===== config.mk =====
export PLATFORM = sky130hd
export DESIGN_NAME = register_dump_sequencer
export DESIGN_NICKNAME = d
export VERILOG_FILES = /design/src/rtl/register_dump_sequencer.sv
export SDC_FILE = /design/constraint.sdc
export NUM_CORES = 1
export LEC_CHECK = 0
export ABC_AREA = 1
export CORE_ASPECT_RATIO = 0.8
export CORE_MARGIN = 8
export CORE_UTILIZATION = 45
export CTS_CLUSTER_DIAMETER = 40
export DETAILED_ROUTE_END_ITERATION = 16
export PLACE_DENSITY = 0.75
export SLEW_MARGIN = 25
export SYNTH_ARGS = -nofsm -noshare
export SYNTH_HDL_FRONTEND = slang
export SYNTH_SLANG_ARGS = --single-unit
export TNS_END_PERCENT = 1

===== constraint.sdc =====
create_clock -name i_clk -period 2.5 [get_ports i_clk]
set_input_delay 0.5 -clock i_clk [delete_from_list [all_inputs] [get_ports i_clk]]
set_output_delay 0.5 -clock i_clk [all_outputs]
set_load 0.02 [all_outputs]

===== src/rtl/register_dump_sequencer.sv =====
`default_nettype none
// ============================================================================
// Module   : register_dump_sequencer
// Function : Walks the decode-stage debug read port over every register while
//            the pipeline is halted and streams each word, LSB byte first,
//            over a valid/ready byte interface.
// Revision : 1.0 - initial release
// ============================================================================
module register_dump_sequencer #(
    parameter int NB_ADDR = 5,
    parameter int NB_DATA = 32,
    parameter int N_REGS  = 32
) (
    input  logic               i_clk,
    input  logic               i_reset,
    input  logic               i_start,
    input  logic               i_halted,
    output logic [NB_ADDR-1:0] o_r_addr,
    input  logic [NB_DATA-1:0] i_r_data,
    output logic [7:0]         o_tx_data,
    output logic               o_tx_valid,
    input  logic               i_tx_ready,
    output logic               o_busy,
    output logic               o_done,
    output logic               o_abort
);

    localparam int NB_BYTES = NB_DATA / 8;
    localparam int NB_CNT   = (NB_BYTES > 1) ? $clog2(NB_BYTES) : 1;

    localparam logic [NB_ADDR-1:0] c_LAST_IDX  = NB_ADDR'(N_REGS - 1);
    localparam logic [NB_CNT-1:0]  c_LAST_BYTE = NB_CNT'(NB_BYTES - 1);

    typedef enum logic [2:0] {
        S_IDLE  = 3'd0,
        S_LOAD  = 3'd1,
        S_SEND  = 3'd2,
        S_DONE  = 3'd3,
        S_ABORT = 3'd4
    } state_t;

    state_t              r_state;
    state_t              w_state_next;
    logic [NB_ADDR-1:0]  r_idx;
    logic [NB_ADDR-1:0]  w_idx_next;
    logic [NB_CNT-1:0]   r_byte_cnt;
    logic [NB_CNT-1:0]   w_byte_cnt_next;
    logic [NB_DATA-1:0]  r_shift;
    logic [NB_DATA-1:0]  w_shift_next;

    logic w_xfer;
    logic w_last_byte;
    logic w_last_reg;

    assign w_xfer      = (r_state == S_SEND) && i_tx_ready;
    assign w_last_byte = (r_byte_cnt == c_LAST_BYTE);
    assign w_last_reg  = (r_idx == c_LAST_IDX);

    always_ff @(posedge i_clk) begin
        if (i_reset) begin
            r_state    <= S_IDLE;
            r_idx      <= '0;
            r_byte_cnt <= '0;
            r_shift    <= '0;
        end else begin
            r_state    <= w_state_next;
            r_idx      <= w_idx_next;
            r_byte_cnt <= w_byte_cnt_next;
            r_shift    <= w_shift_next;
        end
    end

    // The read index is cleared on every path back to IDLE so the debug
    // address rests at zero whenever no dump is running.
    always_comb begin
        w_state_next    = r_state;
        w_idx_next      = r_idx;
        w_byte_cnt_next = r_byte_cnt;
        w_shift_next    = r_shift;

        case (r_state)
            S_IDLE: begin
                if (i_start && i_halted) begin
                    w_idx_next   = '0;
                    w_state_next = S_LOAD;
                end
            end

            S_LOAD: begin
                if (!i_halted) begin
                    w_idx_next   = '0;
                    w_state_next = S_ABORT;
                end else begin
                    w_shift_next    = i_r_data;
                    w_byte_cnt_next = '0;
                    w_state_next    = S_SEND;
                end
            end

            // Halt is deliberately not sampled here: a started word always
            // drains completely so the receiver never sees a partial word.
            S_SEND: begin
                if (w_xfer) begin
                    w_shift_next = r_shift >> 8;
                    if (w_last_byte) begin
                        w_byte_cnt_next = '0;
                        if (w_last_reg) begin
                            w_idx_next   = '0;
                            w_state_next = S_DONE;
                        end else begin
                            w_idx_next   = r_idx + 1'b1;
                            w_state_next = S_LOAD;
                        end
                    end else begin
                        w_byte_cnt_next = r_byte_cnt + 1'b1;
                    end
                end
            end

            S_DONE:  w_state_next = S_IDLE;
            S_ABORT: w_state_next = S_IDLE;
            default: w_state_next = S_IDLE;
        endcase
    end

    assign o_r_addr   = r_idx;
    assign o_tx_valid = (r_state == S_SEND);
    assign o_tx_data  = (r_state == S_SEND) ? r_shift[7:0] : 8'h00;
    assign o_busy     = (r_state == S_LOAD) || (r_state == S_SEND);
    assign o_done     = (r_state == S_DONE);
    assign o_abort    = (r_state == S_ABORT);

endmodule
`default_nettype wire


==> metrics.md, run 1 <==
| Metric | Value |
|---|---|
| First-pass GRT wire length | `8560 um` |
| Pins Over Slew Limit | `0` |
| Clock power frac | `0.200` |
| CTS tree | `yes` |
| Part of the power in combinational logic | `0.430` |
| Die Wd | `91.2 um` |
| Iter 0 DRT Violations | `just over 100` |
| Fmax | `425 MHz` |
| Busiest grt layer | `met2` |
| Mean area per synthesized cell | `7.17 um2` |
| Synthesized cell area | `2040 um2` |
| Gpl congestion | `between 0.8 and 0.9` |
| Vias in the first global route | `1971` |
| Finished Layout Cells | `around 400` |
| RSZ-0062 raised after global routing | `false` |
| YS warnings | `0` |
| Drt via density | `5.09` |
| Die height | `76.2 um` |
| Sequential element share of the synthesized area | `0.413` |
| Nets@finish | `374` |
| Grt total ovfl | `0` |
| GR Util met2 | `0.244` |
| Area taken by multi-input logic gates | `1020 um2` |
| Core area | `4460 um2` |
| CP max FO | `17` |
| Worst Path Required | `roughly 2.0 ns` |
| Total global routing track utilization | `0.147` |
| Die area | `6950 um2` |
| Final setup viols | `0` |
| Fillcell total | `433` |
| Slowest cell on crit path | `clkdlybuf4s50_1` |
| Worst-margin pin slew | `0.382 ns` |
| CP arrival | `1.85 ns` |
| Net Sw Frac | `0.390` |
| Post-route DRC | `0` |
| Max_cap viols | `0` |
| Row count | `22` |
| Number of synthesized register bits | `42` |
| Crit path time final | `about 2.4 ns` |
| Final ANT Viol Nets | `0` |
| Crit Path Category | `flop to output pin` |
| Clock sinks | `between 40 and 50` |
| Commonest non-fill, non-tap cell in the layout | `nand2_1` |
| Cts bufs inserted | `5` |
| Critical path's largest stage delay | `0.62 ns` |
| DRT Pass-1 Iters | `4` |
| Internal Pwr Total | `1.63 mW` |
| Fin Clk Skew | `about 0.0061 ns` |
| Clock tree buffer depth | `2` |
| Area growth syn-to-layout | `34.2%` |
| Starting density of the core | `0.457` |
| Total negative slack | `0 ns` |
| Design Power | `2.68 mW` |
| Critical path buffers and inverters | `2` |
| CTS HTree Levels | `2` |
| Detailed Route WL | `4960 um` |
| LEAKAGE | `approximately 1.2 nW` |
| # IOs | `54` |
| Run status | `complete, no violations` |
| Post-DP HPWL | `3590 um` |
| IO Port Bufs | `53` |
| Switch Pwr | `between 1 and 1.5 mW` |
| Crit-path cells | `inv_2 > nor2_2 > nand2_4 > nor2_1 > clkdlybuf4s50_1` |
| Reg area | `841 um2` |
| Initial antenna violation count | `0` |
| Mapped Cells | `284` |
| Sequential Power Share | `0.370` |
| Final hold violation count | `0` |
| Met1 global-route usage | `0.174` |
| Layout cell share with drive strength beyond 1 | `0.0776` |
| Yosys cell types | `24` |
| Final period util | `0.942` |
| Met3 Use GR | `0.0443` |
| CP Launch Type | `flop` |
| Hold WS | `0.454 ns` |
| Clk pin slew, worst setup/hold paths | `0.08 ns` |
| Syn_nets | `324` |
| Critical path endpoint category | `output pin` |
| Post-Place Cells | `between 300 and 400` |
| Root Buffer | `clkbuf_8` |
| N_diodes | `0` |
| VDD IR-drop max | `414 uV` |
| CP top delay family | `buffers and inverters` |
| Via count | `2009` |
| Largest net degree at the start of global routing | `30` |
| Worst skew pair latency | `roughly 0.3 ns` |
| Most frequent cells in the layout | `nand2_1 (83), clkdlybuf4s50_1 (53), nand3_1 (44)` |
| Power Density | `981 nW/um2` |
| Worst hold path type | `flop to flop` |
| Wire per inst | `12.6 um` |
| Max transition margin | `0.745` |
-- metal layers --
layer / vias to the layer above / share of wire
met5: - / 0
met4: 0 / 0.0071
met3: 4 / 0.046
met2: 48 / 0.47
met1: 926 / 0.47
li1: 1031 / -
-- registers in the layout (all words and copies together) (netlist names) --
name	flops
o_r_addr	5
r_byte_cnt	2
r_state	3
r_shift	32
-- synth_stat cells, drive strengths merged --
library cell,n,area share
nand2,85,0.16
nand3,44,0.11
dfxtp,42,0.41
nor2,27,0.056
inv,20,0.038
a21oi,19,0.047
o211a,17,0.084
buf,14,0.044
clkbuf,4,0.0074
nor3,4,0.012
ha,3,0.018
o21ai,3,0.0074
nor4,1,0.0031
or2,1,0.0031
-- final timing paths --
kind,start,end,slack [ns],depth (start not counted)
worst min register to register,r_shift[4],r_shift[4],0.45,2
worst min-delay path,r_shift[4],r_shift[4],0.45,2
worst max-delay path,r_state[1],o_tx_data[7],0.15,5
worst max register to register,r_state[1],r_shift[14],0.83,7
-- what timing repair did --
| action | CTS | global route |
|---|---|---|
| gates resized for setup | 0 | 1 |
| hold buffers | 0 | 0 |
| setup endpoints to repair | 0 | 9 |
| setup buffers | 0 | 0 |
-- worst reg2reg max path, stage by stage, from the launching register on --
cell     delay, ns
dfxtp_1       0.41
inv_2         0.09
nor3_4        0.23
nand2_1       0.10
nand2_2       0.31
buf_4         0.23
nand3_1       0.08
o211a_1       0.12
-- logic make-up after synthesis --
kind of cell             synth area share
AO/OA/AOI/OAI                       0.138
adder cells (fa/ha/maj)            0.0184
buffers and inverters              0.0891
flip-flops                          0.413
AND/OR/NAND/NOR                     0.342
-- cell type report --
type / count / share of cell area
clock buffers: 6 / 0.0266
clock inverters: 2 / 0.0137
inverters: 20 / 0.0284
multi-input cells: 204 / 0.375
flip-flops and latches: 42 / 0.308
well taps: 60 / 0.0275
repair buffers: 61 / 0.221
-- power by group through the flow --
stage          clock network [mW]  logic, mW  registers [mW]
2_1_floorplan                   0      0.797            1.00
3_3_place_gp                    0       1.13           0.997
3_5_place_dp                    0       1.15            1.00
4_1_cts                     0.550       1.16           0.988
5_1_grt                     0.573       1.29            1.02
6_report                    0.537       1.15           0.991
-- through the flow --
| step | util | instance area [um2] | setup WS [ns] |
|---|---|---|---|
| after floorplan | - | 2040 | 0.861 |
| after global placement | 0.587 | 2620 | 0.443 |
| after detailed placement | 0.587 | 2620 | 0.388 |
| after CTS | 0.611 | 2730 | 0.0320 |
| after global routing | 0.613 | 2730 | 0.0142 |
| final | 0.613 | 2730 | 0.146 |
No activity file was read; power rests on OpenSTA's default activity.
==> run 2, diff against run 1 <==
--- a/config.mk
+++ b/config.mk
@@ -5,13 +5,13 @@
 export SDC_FILE = /design/constraint.sdc
 export NUM_CORES = 1
 export LEC_CHECK = 0
-export ABC_AREA = 1
+export CAP_MARGIN = 25
 export CORE_ASPECT_RATIO = 0.8
 export CORE_MARGIN = 8
 export CORE_UTILIZATION = 45
 export CTS_CLUSTER_DIAMETER = 40
 export DETAILED_ROUTE_END_ITERATION = 16
-export PLACE_DENSITY = 0.75
+export PLACE_DENSITY = 0.76
 export SLEW_MARGIN = 25
 export SYNTH_ARGS = -nofsm -noshare
 export SYNTH_HDL_FRONTEND = slang
==> metrics.md, run 2 <==
| Metric | Value |
|---|---|
| Largest net degree at the start of global routing | `50 (+67%)` |
| FF-to-FF setup slack | `0.31 ns (-0.52 ns)` |
| Grt total ovfl | `0 (unchanged)` |
| Max_cap viols | `0 (unchanged)` |
| Final hold violation count | `0 (unchanged)` |
| CP arrival | `1.76 ns (-0.09 ns)` |
| Slowest cell on crit path | `clkdlybuf4s50_1` |
| IO Port Bufs | `53 (unchanged)` |
| YS warnings | `0 (unchanged)` |
| Fillcell total | `349 (-19%)` |
| DRT Pass-1 Iters | `4 (unchanged)` |
| Fin Clk Skew | `0.00394 ns (-0.00214 ns)` |
| Worst Path Required | `2.00 ns (about the same)` |
| CP max FO | `14 (-3)` |
| Wire per inst | `14.2 um (+13%)` |
| R2R cell count | `6 (-1)` |
| CTS tree | `yes` |
| RSZ-0062 raised after global routing | `false` |
| Synthesized cell area | `1950 um2 (-4.1%)` |
| Critical path buffers and inverters | `2 (unchanged)` |
| Mean area per synthesized cell | `9.17 um2 (+28%)` |
| Run status | `complete, no violations` |
| Iter 0 DRT Violations | `85 (-17%)` |
| Total global routing track utilization | `0.142 (-0.00543)` |
| Top-count cell post-synth | `dfxtp_1` |
| Nets@finish | `304 (-19%)` |
| Die area | `6720 um2 (-3.3%)` |
| Post_cts resized | `0 (unchanged)` |
| Hold_sp | `r_byte_cnt[0]` |
| N_diodes | `0 (unchanged)` |
| Clock sinks | `42 (unchanged)` |
| Crit Path Category | `flop to output pin` |
| Commonest non-fill, non-tap cell in the layout | `clkdlybuf4s50_1` |
| Layout cell share with drive strength beyond 1 | `0.0755 (-0.00214)` |
| Core area | `4180 um2 (-6.3%)` |
| Mapped Cells | `213 (-25%)` |
| Drt via density | `5.21 (+2.4%)` |
| Area growth syn-to-layout | `36.7%` |
| Finished Layout Cells | `322 (-18%)` |
| Final Instance Area | `2670 um2 (-2.2%)` |
| Post-synth top area cell | `dfxtp_1` |
| Placed instance area | `2560 um2 (-2.2%)` |
| Syn_nets | `253 (-22%)` |
| Post-layout util | `0.639 (+0.0266)` |
| Starting density of the core | `0.468 (+0.0110)` |
| Area share of the leading cell type in the synthesized netlist | `0.430 (+0.0175)` |
| Hold depth | `2 (unchanged)` |
| Gpl congestion | `0.743 (-9.1%)` |
| Fmax | `442 MHz (+4.1%)` |
| Row count | `21 (-4.5%)` |
| Crit Reg-Reg Startpoint | `o_r_addr[0]` |
| Critical path endpoint category | `output pin` |
| Worst hold path type | `flop to flop` |
| Post-route DRC | `0 (unchanged)` |
| Critical path's largest stage delay | `0.61 ns (about the same)` |
| Crit path time final | `2.26 ns (-0.0925 ns)` |
| Yosys cell types | `36 (+50%)` |
| Post-Place Cells | `313 (-19%)` |
| Final period util | `0.905 (-0.0370)` |
| Max transition margin | `0.481 (-0.263)` |
| Synth Flop Type | `dfxtp_1` |
| Top reg by flops | `r_shift` |
| Via count | `1677 (-17%)` |
| Crit-path cells | `nor3b_4 > buf_12 > and2_1 > clkdlybuf4s50_1` |
| Worst skew pair latency | `0.30 ns (about the same)` |
| Clock tree buffer depth | `2 (unchanged)` |
| Worst-margin pin slew | `0.772 ns (+0.391 ns)` |
| First-pass GRT wire length | `7440 um (-13%)` |
| Synth cell count leaders | `dfxtp_1 (42), nor2_1 (37), a211oi_1 (24), mux2i_1 (24), clkbuf_1 (10)` |
| Vias in the first global route | `1587 (-19%)` |
| Clk pin slew, worst setup/hold paths | `0.08 ns (about the same)` |
| Design Power | `1.41 mW (-48%)` |
| Total negative slack | `0 ns (unchanged)` |
| Cts bufs inserted | `5 (unchanged)` |
| Post-DP HPWL | `3330 um (-7.2%)` |
| Power Density | `526 nW/um2 (-46%)` |
| Detailed Route WL | `4580 um (-7.8%)` |
| VDD IR-drop max | `338 uV (-18%)` |
| LEAKAGE | `0.908 nW (-24%)` |
| CP Launch Type | `flop` |
| CP top delay family | `buffers and inverters` |
| Die height | `74.9 um (-1.6%)` |
| Initial antenna violation count | `0 (unchanged)` |
| Max FFs per register | `32 (unchanged)` |
| FFs w/ async S/R, synth | `0 (unchanged)` |
| Root Buffer | `clkbuf_8` |
| Number of synthesized register bits | `42 (unchanged)` |
| Pins Over Slew Limit | `0 (unchanged)` |
| CTS HTree Levels | `2 (unchanged)` |
| Final setup viols | `0 (unchanged)` |
| WHS Endpoint | `r_byte_cnt[0]` |
| Die Wd | `89.7 um (-1.7%)` |
| # IOs | `54 (unchanged)` |
| Most frequent cells in the layout | `clkdlybuf4s50_1 (53), dfxtp_1 (42), nor2_1 (37)` |
| Post-synth EDFFs | `0 (unchanged)` |
| Final ANT Viol Nets | `0 (unchanged)` |
| Ranking of synthesized cells by area | `dfxtp_1 (43%), mux2i_1 (12%), a211oi_1 (9.2%)` |
| Critical R2R Capture | `o_r_addr[3]` |
| Sequential element share of the synthesized area | `0.430 (+0.0175)` |
[run 2: changes by cell type after synthesis, moves of 15 or more]
cell	change
nand2_1	-76
nand3_1	-43
inv_1	-15
a211oi_1	+24
o211a_1	-17
mux2i_1	+24
[run 2: power breakdown]
group          internal [mW]  switching, mW  total, mW
combinational          0.120          0.106      0.226
sequential             0.707         0.0206      0.728
clock                  0.223          0.228      0.451
total                   1.05          0.355       1.41
[run 2: how the worst max path moves through the flow]
| stage | start | depth (start not counted) | end | slack, ns |
|---|---|---|---|---|
| after floorplan | o_r_addr[0] | 6 | o_r_addr[3] | 0.36 |
| after global placement | i_halted | 5 | o_r_addr[2] | 0.25 |
| after detailed placement | i_halted | 5 | o_r_addr[3] | 0.22 |
| after CTS | r_state[2] | 3 | o_tx_data[4] | 0.03 |
| after global routing | r_state[1] | 4 | o_tx_data[4] | 0.14 |
| final | r_state[2] | 4 | o_tx_data[7] | 0.24 |
[run 2: area by class of cell]
type                       count  area (um2)  share of cell area
tap                           57        71.3              0.0267
timing repair buffer          63         631               0.236
multi-input combinational    151        1030               0.387
clock buffer                   7        86.3              0.0323
clock inverter                 1        5.00             0.00187
inverter                       1        3.75             0.00141
sequential                    42         841               0.315
[run 2: logic make-up (layout without fill, tap and decap cells)]
logic type               Yosys count  count (layout)  synth area share
buffers and inverters             20              72            0.0500
AO/OA/AOI/OAI                     51              51             0.181
adder cells (fa/ha/maj)            3               3            0.0192
flip-flops                        42              42             0.430
AND/OR/NAND/NOR                   72              72             0.192
multiplexers                      24              24             0.123
XOR/XNOR                           1               1           0.00449
[run 2: worst min-delay path, stage by stage, from the launching register on]
cell,delay [ns]
dfxtp_1,0.33
nand2_1,0.06
a21oi_1,0.05
[run 2: repair_timing]
| item | 4_1_cts | 5_1_grt |
|---|---|---|
| setup buffers | 0 | 1 |
| hold buffers | 0 | 0 |
| setup endpoints to repair | 0 | 8 |
[run 2: routing by layer]
metal	global-route usage	up-vias	share of wire
li1	-	880	-
met2	0.213	40	0.44
met3	0.0643	7	0.078
met4	0.0441	0	0.015
met5	0	-	0
met1	0.176	750	0.47
[run 2: per-stage QoR]
step / setup slack [ns] / hold slack [ns]
2_1_floorplan: 0.364 / 0.454
3_3_place_gp: 0.252 / 0.467
3_5_place_dp: 0.221 / 0.472
4_1_cts: 0.0333 / 0.483
5_1_grt: 0.137 / 0.501
6_report: 0.239 / 0.483
==> run 3, diff against run 2 <==
--- a/config.mk
+++ b/config.mk
@@ -5,13 +5,13 @@
 export SDC_FILE = /design/constraint.sdc
 export NUM_CORES = 1
 export LEC_CHECK = 0
-export CAP_MARGIN = 25
 export CORE_ASPECT_RATIO = 0.8
 export CORE_MARGIN = 8
 export CORE_UTILIZATION = 45
 export CTS_CLUSTER_DIAMETER = 40
 export DETAILED_ROUTE_END_ITERATION = 16
-export PLACE_DENSITY = 0.76
+export PLACE_DENSITY_LB_ADDON = 0.15
+export SKIP_LAST_GASP = 1
 export SLEW_MARGIN = 25
 export SYNTH_ARGS = -nofsm -noshare
 export SYNTH_HDL_FRONTEND = slang
==> metrics.md, run 3 (same netlist as run 2, synthesis figures left out) <==
| Metric | Value |
|---|---|
| Vias in the first global route | `1521 (-4.2%)` |
| Root Buffer | `clkbuf_8` |
| Die area | `6720 um2 (unchanged)` |
| Clock sinks | `42 (unchanged)` |
| CTS Hold Bufs | `0 (unchanged)` |
| Final WS setup | `0.155 ns (-0.0836 ns)` |
| Die Wd | `89.7 um (unchanged)` |
| Worst Setup EP | `o_tx_data[6]` |
| IO Port Bufs | `53 (unchanged)` |
| Crit path time final | `2.34 ns (+0.0836 ns)` |
| CP startpoint | `r_state[2]` |
| Area growth syn-to-layout | `36.2%` |
| Die height | `74.9 um (unchanged)` |
| DRT Pass-1 Iters | `4 (unchanged)` |
| Total negative slack | `0 ns (unchanged)` |
| R2R cell count | `6 (unchanged)` |
| Cts bufs inserted | `5 (unchanged)` |
| Max transition margin | `0.435 (-0.0466)` |
| N_diodes | `0 (unchanged)` |
| CP arrival | `1.84 ns (+0.08 ns)` |
| Max_cap viols | `0 (unchanged)` |
| Wire per inst | `13.7 um (-3.3%)` |
| Reg area | `841 um2 (unchanged)` |
| Worst Path Required | `2.00 ns (about the same)` |
| Final setup viols | `0 (unchanged)` |
| CTS tree | `yes` |
| Detailed Route WL | `4400 um (-3.9%)` |
| Post-DP HPWL | `3140 um (-5.7%)` |
| LEAKAGE | `0.904 nW (-0.36%)` |
| Starting density of the core | `0.468 (unchanged)` |
| Final hold violation count | `0 (unchanged)` |
| Fillcell total | `371 (+6.3%)` |
| Largest net degree at the start of global routing | `50 (unchanged)` |
| Area taken by multi-input logic gates | `1030 um2 (unchanged)` |
| Pins Over Slew Limit | `0 (unchanged)` |
| Post_cts resized | `0 (unchanged)` |
| CTS HTree Levels | `2 (unchanged)` |
| Clock tree buffer depth | `2 (unchanged)` |
| Core area | `4180 um2 (unchanged)` |
| Final period util | `0.938 (+0.0334)` |
| Fin Clk Skew | `0.00546 ns (+0.00152 ns)` |
| Crit Path Category | `flop to output pin` |
| Clk pin slew, worst setup/hold paths | `0.08 ns (about the same)` |
| Most frequent cells in the layout | `clkdlybuf4s50_1 (53), dfxtp_1 (42), nor2_1 (37)` |
| Power Density | `553 nW/um2 (+5.1%)` |
| CP max FO | `12 (-2)` |
| Nets@finish | `302 (-0.66%)` |
| Total global routing track utilization | `0.138 (-0.00434)` |
| Iter 0 DRT Violations | `95 (+12%)` |
| Grt total ovfl | `0 (unchanged)` |
| # IOs | `54 (unchanged)` |
| VDD IR-drop max | `385 uV (+14%)` |
| Via count | `1651 (-1.6%)` |
| Initial antenna violation count | `0 (unchanged)` |
| Hold_sp | `r_byte_cnt[0]` |
| Fmax | `426 MHz (-3.6%)` |
| CP Launch Type | `flop` |
| Post-route DRC | `0 (unchanged)` |
| Worst skew pair latency | `0.29 ns (about the same)` |
| Run status | `complete, no violations` |
| RSZ-0062 raised after global routing | `false` |
| Drt via density | `5.16 (-0.94%)` |
| Worst-margin pin slew | `0.842 ns (+0.0693 ns)` |
| Layout cell share with drive strength beyond 1 | `0.0722 (-0.00323)` |
| Gpl congestion | `0.781 (+5.0%)` |
| Top reg by flops | `r_shift` |
| Commonest non-fill, non-tap cell in the layout | `clkdlybuf4s50_1` |
| First-pass GRT wire length | `7180 um (-3.5%)` |
| Worst hold path type | `flop to flop` |
| Row count | `21 (unchanged)` |
| DP Worst Slack | `0.206 ns (-0.0147 ns)` |
| FF-to-FF setup slack | `0.32 ns (about the same)` |
| Critical path endpoint category | `output pin` |
| Crit Reg-Reg Startpoint | `o_r_addr[0]` |
| Critical R2R Capture | `o_r_addr[3]` |
| Post-CTS Setup Inserts | `0 (unchanged)` |
| Max FFs per register | `32 (unchanged)` |
| Final ANT Viol Nets | `0 (unchanged)` |
==> run 3: cell count changes in the layout (fill, tap and decap cells not counted) <==
cell / previous run / this run
buf_12: 2 / 1
clkbuf_1: 1 / 0
clkbuf_8: 6 / 5
bufinv_16: 0 / 1
buf_4: 8 / 7
clkinv_2: 1 / 2
==> run 3: worst min-delay path by stage <==
stage          cells past startpoint             to
6_report                           2  r_byte_cnt[0]
3_5_place_dp                       2  r_byte_cnt[0]
2_1_floorplan                      2  r_byte_cnt[0]
3_3_place_gp                       2  r_byte_cnt[0]
4_1_cts                            2  r_byte_cnt[0]
5_1_grt                            2  r_byte_cnt[0]
==> run 3: final cells by class <==
class                           count  area share
Clock buffer                        5      0.0259
Clock inverter                      3      0.0151
Inverter                            1     0.00141
Multi-Input combinational cell    151       0.388
Sequential cell                    42       0.316
Tap cell                           57      0.0268
Timing Repair Buffer               61       0.227
==> run 3: routing by layer <==
layer  global-route usage  share of wire
met1                0.189           0.49
met2                0.194           0.43
met3               0.0414          0.067
met4               0.0551          0.011
met5                    0              0
==> run 3: through the flow <==
| step | power [mW] | hold slack [ns] | cells | util | instance area [um2] |
|---|---|---|---|---|---|
| after floorplan | 0.866 | 0.454 | 213 | - | 1950 |
| after global placement | 0.963 | 0.466 | 312 | 0.611 | 2550 |
| after detailed placement | 0.966 | 0.473 | 312 | 0.611 | 2550 |
| after CTS | 1.49 | 0.484 | 320 | 0.637 | 2660 |
| after global routing | 1.55 | 0.510 | 320 | 0.637 | 2660 |
| final | 1.47 | 0.484 | 320 | 0.637 | 2660 |
==> run 3: critical path, stage by stage (launching register included) <==
cell	delay [ns]
dfxtp_1	0.34
nor3b_4	0.43
and2_1	0.19
clkdlybuf4s50_1	0.60
==> run 3: power breakdown <==
group,total [mW],switching [mW],internal [mW]
registers,0.727,0.0196,0.707
logic,0.222,0.104,0.118
clock network,0.522,0.228,0.294
total,1.47,0.352,1.12
